## config.mk

```make
export PLATFORM = sky130hd
export DESIGN_NAME = min_max_array_loader
export DESIGN_NICKNAME = d
export VERILOG_FILES = /design/src/rtl/min_max_array_loader.sv
export SDC_FILE = /design/constraint.sdc
export NUM_CORES = 1
export LEC_CHECK = 0
export BUFFER_PORTS_ARGS = -buffer_cell sky130_fd_sc_hd__buf_2
export CAP_MARGIN = 20
export CORE_MARGIN = 8
export CORE_UTILIZATION = 45
export DETAILED_ROUTE_END_ITERATION = 8
export GPL_TIMING_DRIVEN = 0
export PLACE_DENSITY = 0.81
export RECOVER_POWER = 25
export SLEW_MARGIN = 20
export SYNTH_ARGS = -nofsm -noshare
export SYNTH_HDL_FRONTEND = slang
export SYNTH_SLANG_ARGS = --single-unit
```

## constraint.sdc

```tcl
create_clock -name Clk -period 2.3 [get_ports Clk]
set_input_delay 0.23 -clock Clk [delete_from_list [all_inputs] [get_ports Clk]]
set_output_delay 0.23 -clock Clk [all_outputs]
set_load 0.005 [all_outputs]
```

## src/rtl/min_max_array_loader.sv

```systemverilog
// Streams N_WORDS bytes into the min/max finder array, then starts it and waits for done.
// Latency: a write reaches the finder on the transfer edge; Start rises the clock after the last transfer.
// Backpressure: In_ready is high only in LOAD; the source must hold bytes while it is low.
module min_max_array_loader #(
  parameter int N_WORDS = 16,
  parameter int ADDR_W  = 4,
  parameter int DATA_W  = 8
) (
  input  logic              Clk,
  input  logic              Reset,
  input  logic [DATA_W-1:0] In_data,
  input  logic              In_valid,
  output logic              In_ready,
  output logic              M_wr_en,
  output logic [ADDR_W-1:0] M_wr_addr,
  output logic [DATA_W-1:0] M_wr_data,
  output logic              Start,
  input  logic              Done_in,
  output logic              Ack,
  output logic [7:0]        Batch_cnt,
  output logic              Qi,
  output logic              Ql,
  output logic              Qs,
  output logic              Qw,
  output logic              Qa
);

  typedef enum logic [2:0] {
    S_INI  = 3'd0,
    S_LOAD = 3'd1,
    S_STRT = 3'd2,
    S_WAIT = 3'd3,
    S_ACKS = 3'd4
  } state_t;

  localparam logic [ADDR_W-1:0] LAST_IDX = ADDR_W'(N_WORDS - 1);

  state_t            state_q, state_d;
  logic [ADDR_W-1:0] idx_q, idx_d;
  logic [7:0]        batch_q, batch_d;

  // State, index and batch counter registers; reset abandons any partial batch.
  always_ff @(posedge Clk) begin
    if (Reset) begin
      state_q <= S_INI;
      idx_q   <= '0;
      batch_q <= '0;
    end else begin
      state_q <= state_d;
      idx_q   <= idx_d;
      batch_q <= batch_d;
    end
  end

  // Next-state logic: load N_WORDS bytes, pulse Start, wait for Done, pulse Ack.
  always_comb begin
    state_d = state_q;
    idx_d   = idx_q;
    batch_d = batch_q;
    unique case (state_q)
      S_INI: begin
        idx_d   = '0;
        state_d = S_LOAD;
      end
      S_LOAD: begin
        if (In_valid) begin
          if (idx_q == LAST_IDX) begin
            idx_d   = '0;
            state_d = S_STRT;
          end else begin
            idx_d = idx_q + ADDR_W'(1);
          end
        end
      end
      // Done_in is not looked at here: the previous batch's DONE may still be high.
      S_STRT: state_d = S_WAIT;
      S_WAIT: begin
        if (Done_in) begin
          batch_d = batch_q + 8'd1;
          state_d = S_ACKS;
        end
      end
      S_ACKS: state_d = S_INI;
      default: state_d = S_INI;
    endcase
  end

  // Moore decode of state flags and handshakes; the write port passes straight through.
  always_comb begin
    Qi        = (state_q == S_INI);
    Ql        = (state_q == S_LOAD);
    Qs        = (state_q == S_STRT);
    Qw        = (state_q == S_WAIT);
    Qa        = (state_q == S_ACKS);
    In_ready  = Ql;
    Start     = Qs;
    Ack       = Qa;
    M_wr_en   = Ql & In_valid;
    M_wr_addr = idx_q;
    M_wr_data = In_data;
    Batch_cnt = batch_q;
  end

endmodule

```

-- After elaboration in Yosys (flattened, before gate mapping)
Cells that the tools add are included.
- register bits: 15
- output and inout bits: 29
- add/subtract/negate cells: 2
- equality and inequality tests: 8
- muxes and demuxes: 7
- bitwise logic cells: 1
- reductions and logical operators: 5
- operator list (cell ; count):
    case mux 3 bit (4 select lines) ; 1
    two-way mux 3 bit ; 3
    adder 8 x 1 -> 8 bit, second input constant ; 1
    two-way mux 4 bit ; 2
    case mux 4 bit (2 select lines) ; 1
    equality test 3 x 2 -> 1 bit, second input constant ; 2
    adder 4 x 1 -> 4 bit, second input constant ; 1
    equality test 4 bit, second input constant ; 1
    inequality test 2 bit, second input constant ; 2
    AND reduction 2 bit ; 2
    equality test 3 x 1 -> 1 bit, second input constant ; 1
    equality test 3 bit, second input constant ; 1
    zero test 3 bit ; 1
    AND reduction 3 bit ; 1
    inequality test 2 x 1 -> 1 bit, second input constant ; 1
    nonzero test 2 bit ; 1
    bitwise AND 1 bit ; 1

-- Logic depth before layout (Yosys ltp)
Gate-level depths: netlist (run 1).
- word-level depth: 4
- depth in mapped cells: 6
- mapped depth without buffers: 5

-- Worst setup path after synthesis (run 1)
Ideal clock, no wire load.
- path kind: reg2reg
- from: reg state_q[2]
- to: reg idx_q[3] (netlist: M_wr_addr[3])
- setup time: 74 ps
- data arrival time: 1477 ps
- required time: 2226 ps
- path slack: 748 ps
- cell stages (with the launch flop): 6
- buffers on the path: 2
- cells stage by stage: dfxtp_1 -> buf_6 -> or3b_1 -> clkbuf_2 -> or4_1 -> a31oi_1
- word-level cells in the longest chain between the ends: 3
- RTL lines (what ; line ; source):
    from (decl) ; 38 ; state_t state_q, state_d;
    from (signal assigned) ; 49 ; state_q <= state_d;
    equality test 3 x 1 -> 1 bit / zero test 3 bit (equally long branches) ; 60 ; unique case (state_q)
    inequality test 2 bit (no source line) / nonzero test 2 bit (equally long branches) ; - ;
    AND reduction 2 bit (no source line) ; - ;
    to (signal assigned) ; 50 ; idx_q <= idx_d;
    to (decl) ; 39 ; logic [ADDR_W-1:0] idx_q, idx_d;
Parallel ways exist; a longest one is shown, timed or not.
A chain may end at the register's enable or synchronous reset.

-- Worst setup path after layout (run 1)
- from: reg state_q[2]
- to: out Ql
- word-level cells in the longest chain between the ends: 1
- RTL lines (what ; line ; source):
    equality test 3 x 1 -> 1 bit ; 91 ; Ql = (state_q == S_LOAD);
    to (decl) ; 22 ; output logic Ql,
Every way passes these cells.

==> results of run 1 <==
flip-flops by register name (all words and copies together) (netlist names):
name,flops
Batch_cnt,8
M_wr_addr,4
state_q,3
stage by stage:
stage | setup WS, ns | hold slack (ns) | total power [mW] | util
2_1_floorplan | 0.748 | 0.299 | 0.342 | -
3_3_place_gp | 0.703 | 0.475 | 0.377 | 0.580
3_5_place_dp | 0.678 | 0.480 | 0.380 | 0.580
4_1_cts | 0.588 | 0.176 | 0.527 | 0.596
5_1_grt | 0.475 | 0.178 | 0.553 | 0.592
6_report | 0.607 | 0.180 | 0.518 | 0.592
Yosys cell counts:
cell       n  area (um^2)
xnor2_1    4         35.0
nand4_1    2         12.5
nor4_1     2         12.5
clkbuf_2   1         5.00
clkbuf_1   2         7.51
buf_2      2         10.0
or3b_1     1         8.76
nand3_1    4         20.0
buf_6      1         11.3
nor2_1    14         52.6
nor3b_1    3         22.5
or4_1      2         15.0
a21oi_1    5         25.0
nand2_1    8         30.0
o21ai_0    3         15.0
inv_1      2         7.51
nand4b_1   1         8.76
nand2b_1   1         6.26
ha_1       2         25.0
buf_4     11         82.6
xor2_1     3         26.3
nand3b_1   1         7.51
dfxtp_1   15          300
and4b_2    1         11.3
and3_1     2         12.5
nor3_1     3         15.0
a31oi_1    1         6.26
a22oi_1    1         7.51
cells by family (layout without fill, tap and decap cells):
| group | after synthesis | in the layout | synth area share |
|---|---|---|---|
| DFF | 15 | 15 | 0.376 |
| and+or+nand+nor | 45 | 45 | 0.294 |
| buffers and inverters | 19 | 55 | 0.155 |
| xor gates and xnor gates | 7 | 7 | 0.0767 |
| adders and majority gates | 2 | 2 | 0.0313 |
| AOI/OAI and AO/OA | 10 | 10 | 0.0673 |
critical path, stage by stage (launching register included):
cell and delay [ns]:
dfxtp_1 0.32, buf_6 0.13, or3b_1 0.33, clkbuf_2 0.15
inv_1 0.07, buf_4 0.09, buf_2 0.10
power by group:
part | switching, mW | leakage [nW] | total, mW | internal (mW)
logic | 0.0504 | 0.336 | 0.0995 | 0.0491
clock network | 0.0805 | 0.0150 | 0.148 | 0.0673
registers | 0.00476 | 0.122 | 0.271 | 0.266
area by class of cell:
| cell class | count | area share |
|---|---|---|
| multi-input combinational | 64 | 0.371 |
| sequential | 15 | 0.297 |
| timing repair buffer | 32 | 0.153 |
| buffer | 17 | 0.114 |
| tap | 25 | 0.0309 |
| clock buffer | 4 | 0.0260 |
| inverter | 2 | 0.00743 |
placed cells by master (no fill, tap or decap):
cell | netlist | final
a22oi_1 | 1 | 1
clkbuf_2 | 1 | 1
a31oi_1 | 1 | 1
buf_2 | 2 | 29
nor3b_1 | 3 | 3
xnor2_1 | 4 | 4
nor3_1 | 3 | 3
buf_6 | 1 | 1
clkbuf_1 | 2 | 8
and3_1 | 2 | 2
o21ai_0 | 3 | 3
nor2_1 | 14 | 14
or4_1 | 2 | 2
clkbuf_4 | 0 | 9
nand2_1 | 8 | 8
nand2b_1 | 1 | 1
or3b_1 | 1 | 1
nor4_1 | 2 | 2
buf_4 | 11 | 5
nand4_1 | 2 | 2
nand4b_1 | 1 | 1
dfxtp_1 | 15 | 15
nand3_1 | 4 | 4
inv_1 | 2 | 2
ha_1 | 2 | 2
a21oi_1 | 5 | 5
xor2_1 | 3 | 3
nand3b_1 | 1 | 1
and4b_2 | 1 | 1
worst max-delay path by stage:
stage	end	slack [ns]	depth (start not counted)
CTS	Ql	0.59	6
finish	Ql	0.61	6
detailed placement	M_wr_addr[3]	0.68	5
global route	Batch_cnt[7]	0.47	5
floorplan	M_wr_addr[3]	0.75	5
global placement	M_wr_addr[3]	0.70	5
routing by layer:
| layer | share of wire | wire length [um] |
|---|---|---|
| met1 | 0.43 | 790 |
| met2 | 0.45 | 833 |
| met5 | 0 | 0 |
| met3 | 0.11 | 195 |
| met4 | 0.012 | 23 |
==> results.yml, run 1 <==
grt:
  top_usage_layer: "met2"
  grt_pass1_vias: 791
  use_met3: 0.0596
  grt_overflow_total: 0
  antenna_found_initial: 0
  grt_use_total: 0.116
  grt_pass1_wl_um: 3190
  grtUsageMet1: 0.134
  grtUsageMet2: 0.180
  grt_max_degree: 11
timing:
  setup-violations-final: 0
  report.final.slew_viol_count: 0
  fin_crit_sh: 0.736
  rsz0062_at_grt: "no"
  fin_skew_ns: 0.00326
  max_slew_margin: 0.643
  finalHoldViolations: 0
  tns_ns: 0
  layout_min_cycle_time_ns: 1.69
  worstMarginPinSlew_ns: 0.530
  max_freq_mhz: 591
floorplan:
  fp.dieW_um: 58.2
  start_util: 0.468
  die_y_um: 58.2
  pin_count: 41
  core_area_um2: 1710
  rows: 15
  die-area_um2: 3380
power_and_ir_drop:
  p_per_area_nw_per_um2: 513
  vdd_drop_max_uv: 331
  power.leakage_nw: 0.473
place:
  place_congestion: 0.789
  place_area_um2: 991
  hpwlAfterDp_um: 1470
  dp_cells: 155
  port_buffers: 32
clocking:
  clock_path_buffers: 2
  cts_max_level: 1
  holdBufCountCts: 0
  tritoncts: "yes"
  insertion_delay_ns: 0.28
  cts_buffers: 3
  path_clk_slew_ns: 0.09
  cts_root_buf: "clkbuf_4"
  post_cts_buffers: 0
  ctsResizeCount: 0
  cts_sinks: 15
route:
  postRouteWirelength_um: 1840
  drt_iter0_markers: 3
  drc: 0
  vias_per_cell: 4.91
  final_antenna_net_count: 0
  drt-pass1-iter-count: 2
  dr_total_vias: 781
  wl_per_cell_um: 11.6
worst_setup_path:
  cp-end-kind: "output port"
  cp-start-kind: "flip-flop"
  crit_start: "state_q[2]"
  r2r_start: "state_q[2]"
  r2r_end: "M_wr_addr[3]"
  cp.required_ns: 2.07
  r2r_slack_ns: 0.67
  path_class: "flip-flop to output port"
  cp.arrival_ns: 1.46
  reg2regPathDepth: 5
  worstPathMaxFanout: 10
final_layout:
  regArea_um2: 300
  fin_nets: 149
  syn2layout_area_growth_pct: 26.4
  finalNonFillerCells: 159
  drive_above_1_share: 0.343
  antennaDiodeCount: 0
  fill_cells: 166
  multi_input_area_um2: 375
  fin_area_um2: 1010
outcome:
  outcome: "completed"
hold_path:
  hold_end: "M_wr_addr[2]"
  hold_path_depth: 2
  worstHoldStart: "Reset"
  hold_path_class: "input pin to flip-flop"
logic_synthesis:
  syn_area_um2: 800
  ys_ff_latch: 15
  ys_warn_count: 0
  seq_area_frac_synth: 0.376
  synth_cell_type_count: 28
  synth.avg_cell_area_um2: 8.16
  netlist_instances: 98
  synth_nets: 112
flow_run:
  drv_cap: 0
Power figures use the tool's default switching activity.
==> inputs of run 2 (changes only) <==
--- a/config.mk
+++ b/config.mk
@@ -8,10 +8,10 @@
 export BUFFER_PORTS_ARGS = -buffer_cell sky130_fd_sc_hd__buf_2
 export CAP_MARGIN = 20
 export CORE_MARGIN = 8
-export CORE_UTILIZATION = 45
+export CORE_UTILIZATION = 39
 export DETAILED_ROUTE_END_ITERATION = 8
 export GPL_TIMING_DRIVEN = 0
-export PLACE_DENSITY = 0.81
+export PLACE_DENSITY = 0.75
 export RECOVER_POWER = 25
 export SLEW_MARGIN = 20
 export SYNTH_ARGS = -nofsm -noshare
==> constraint.sdc (replaced) <==
create_clock -name Clk -period 1.4 [get_ports Clk]
set_input_delay 0.14 -clock Clk [delete_from_list [all_inputs] [get_ports Clk]]
set_output_delay 0.14 -clock Clk [all_outputs]
set_load 0.005 [all_outputs]
==> run 2 against run 1 <==
The run now ends with negative setup slack left. Cell count increased by 3.8%. Worst setup slack worse by 0.66 ns. Combinational power is 120% higher. Global-route usage grew 0.40 points. Via count rose by 5.5%. Largest power group unchanged. Utilization decreased by 0.69 points. Non-clock buffer count up 4.
==> results.yml, run 2 (synthesized netlist as in run 1, its figures left out) <==
outcome:
  outcome: "finished, violations left"
  violations: "negative setup slack"
final_layout:
  syn2layout_area_growth_pct: 42.1
  antennaDiodeCount: 0
  final_common_cell: "buf_2"
  layout_common_cells: "buf_2 (26), nor2_1 (13), buf_4 (13), dfxtp_1 (10)"
  fin_nets: 153
  largest_reg_flops: 8
  drive_above_1_share: 0.493
  fin_area_um2: 1140
grt:
  grt_use_total: 0.120
  grt_overflow_total: 0
  grtUsageMet1: 0.127
  top_usage_layer: "met2"
  grt_pass1_vias: 840
  grtUsageMet2: 0.210
  antenna_found_initial: 0
  grt_pass1_wl_um: 3470
  use_met3: 0.0605
  grt_max_degree: 11
floorplan:
  core_area_um2: 1940
  die_y_um: 61.3
  fp.dieW_um: 61.3
  die-area_um2: 3750
  start_util: 0.412
  pin_count: 41
  rows: 16
route:
  dr_total_vias: 824
  final_antenna_net_count: 0
  drc: 0
  postRouteWirelength_um: 2190
  wl_per_cell_um: 13.3
  drt-pass1-iter-count: 4
  vias_per_cell: 4.99
  drt_iter0_markers: 18
timing:
  fin_crit_sh: 1.04
  worstMarginPinSlew_ns: 0.404
  rsz0062_at_grt: "yes"
  holdWs_ns: 0.0857
  setup-violations-final: 3
  max_freq_mhz: 688
  fin_ws_ns: -0.0526
  report.final.slew_viol_count: 0
  finalHoldViolations: 0
  fin_skew_ns: 0.00226
  max_slew_margin: 0.730
  layout_min_cycle_time_ns: 1.45
hold_path:
  worstHoldStart: "Reset"
  hold_end: "M_wr_addr[0]"
  hold_path_class: "input pin to flip-flop"
  hold_path_depth: 2
clocking:
  cts_sinks: 15
  cts_buffers: 3
  cts_root_buf: "clkbuf_4"
  insertion_delay_ns: 0.28
  path_clk_slew_ns: 0.09
  holdBufCountCts: 0
  clock_path_buffers: 2
  tritoncts: "yes"
  cts_max_level: 1
worst_setup_path:
  reg2regPathDepth: 4
  r2r_start: "M_wr_addr[1]"
  worstPathMaxFanout: 5
  cp-end-kind: "output port"
  r2r_end: "M_wr_addr[0]"
  path_class: "flip-flop to output port"
  cp-start-kind: "flip-flop"
  cp.required_ns: 1.26
  cp.arrival_ns: 1.31
  r2r_slack_ns: -0.03
place:
  place_area_um2: 993
  pre_cts_ws_ns: -0.174
  hpwlAfterDp_um: 1540
  port_buffers: 32
  place_congestion: 0.729
power_and_ir_drop:
  vdd_drop_max_uv: 690
  p_per_area_nw_per_um2: 806
  power.leakage_nw: 0.508
flow_run:
  drv_cap: 0
run 2: what timing repair did:
action / 4_1_cts / 5_1_grt
setup endpoints to repair: 12 / 12
resized for setup: 21 / 8
buffers inserted: 6 / 1
pin swaps: 5 / 2
cloned: 0 / 1
run 2: per-stage QoR:
step / power, mW / setup TNS (ns) / instances / util
floorplan: 0.562 / -0.132 / 98 / -
global placement: 0.619 / -0.276 / 157 / 0.512
detailed placement: 0.623 / -0.457 / 157 / 0.512
CTS: 0.907 / -0.0431 / 164 / 0.571
global route: 0.965 / -0.354 / 165 / 0.585
finish: 0.916 / -0.0955 / 165 / 0.585
run 2: worst max-delay path, cell delays in order (launching register included):
cell     delay (ns)
dfxtp_4        0.37
or3b_4         0.42
inv_2          0.07
buf_6          0.08
buf_6          0.08
run 2: layer usage:
layer,part of all wire,wire (um),vias to the layer above
met5,0,0,-
met4,0,0,0
met3,0.10,224,0
met2,0.50,1080,32
met1,0.40,879,388
li1,-,-,404
run 2: report_power, final:
group / leakage, nW / switching (mW) / internal (mW) / total (mW)
sequential: 0.124 / 0.0106 / 0.438 / 0.449
combinational: 0.369 / 0.101 / 0.117 / 0.218
clock: 0.0150 / 0.139 / 0.111 / 0.249
run 2: worst max path at each step:
stage | slack, ns | startpoint | endpoint
4_1_cts | -0.04 | state_q[2] | Ql
3_5_place_dp | -0.17 | state_q[1] | M_wr_addr[3]
6_report | -0.05 | state_q[2] | Ql
3_3_place_gp | -0.12 | state_q[2] | M_wr_addr[3]
2_1_floorplan | -0.08 | state_q[2] | M_wr_addr[3]
5_1_grt | -0.1 | state_q[2] | Ql
run 2: layout make-up:
type	instances	area, um^2
fillers	199	806
multi-input cells	64	438
flip-flops and latches	15	309
repair buffers	40	216
plain buffers	13	105
well taps	27	33.8
clock buffers	4	26.3
inverters	2	7.51
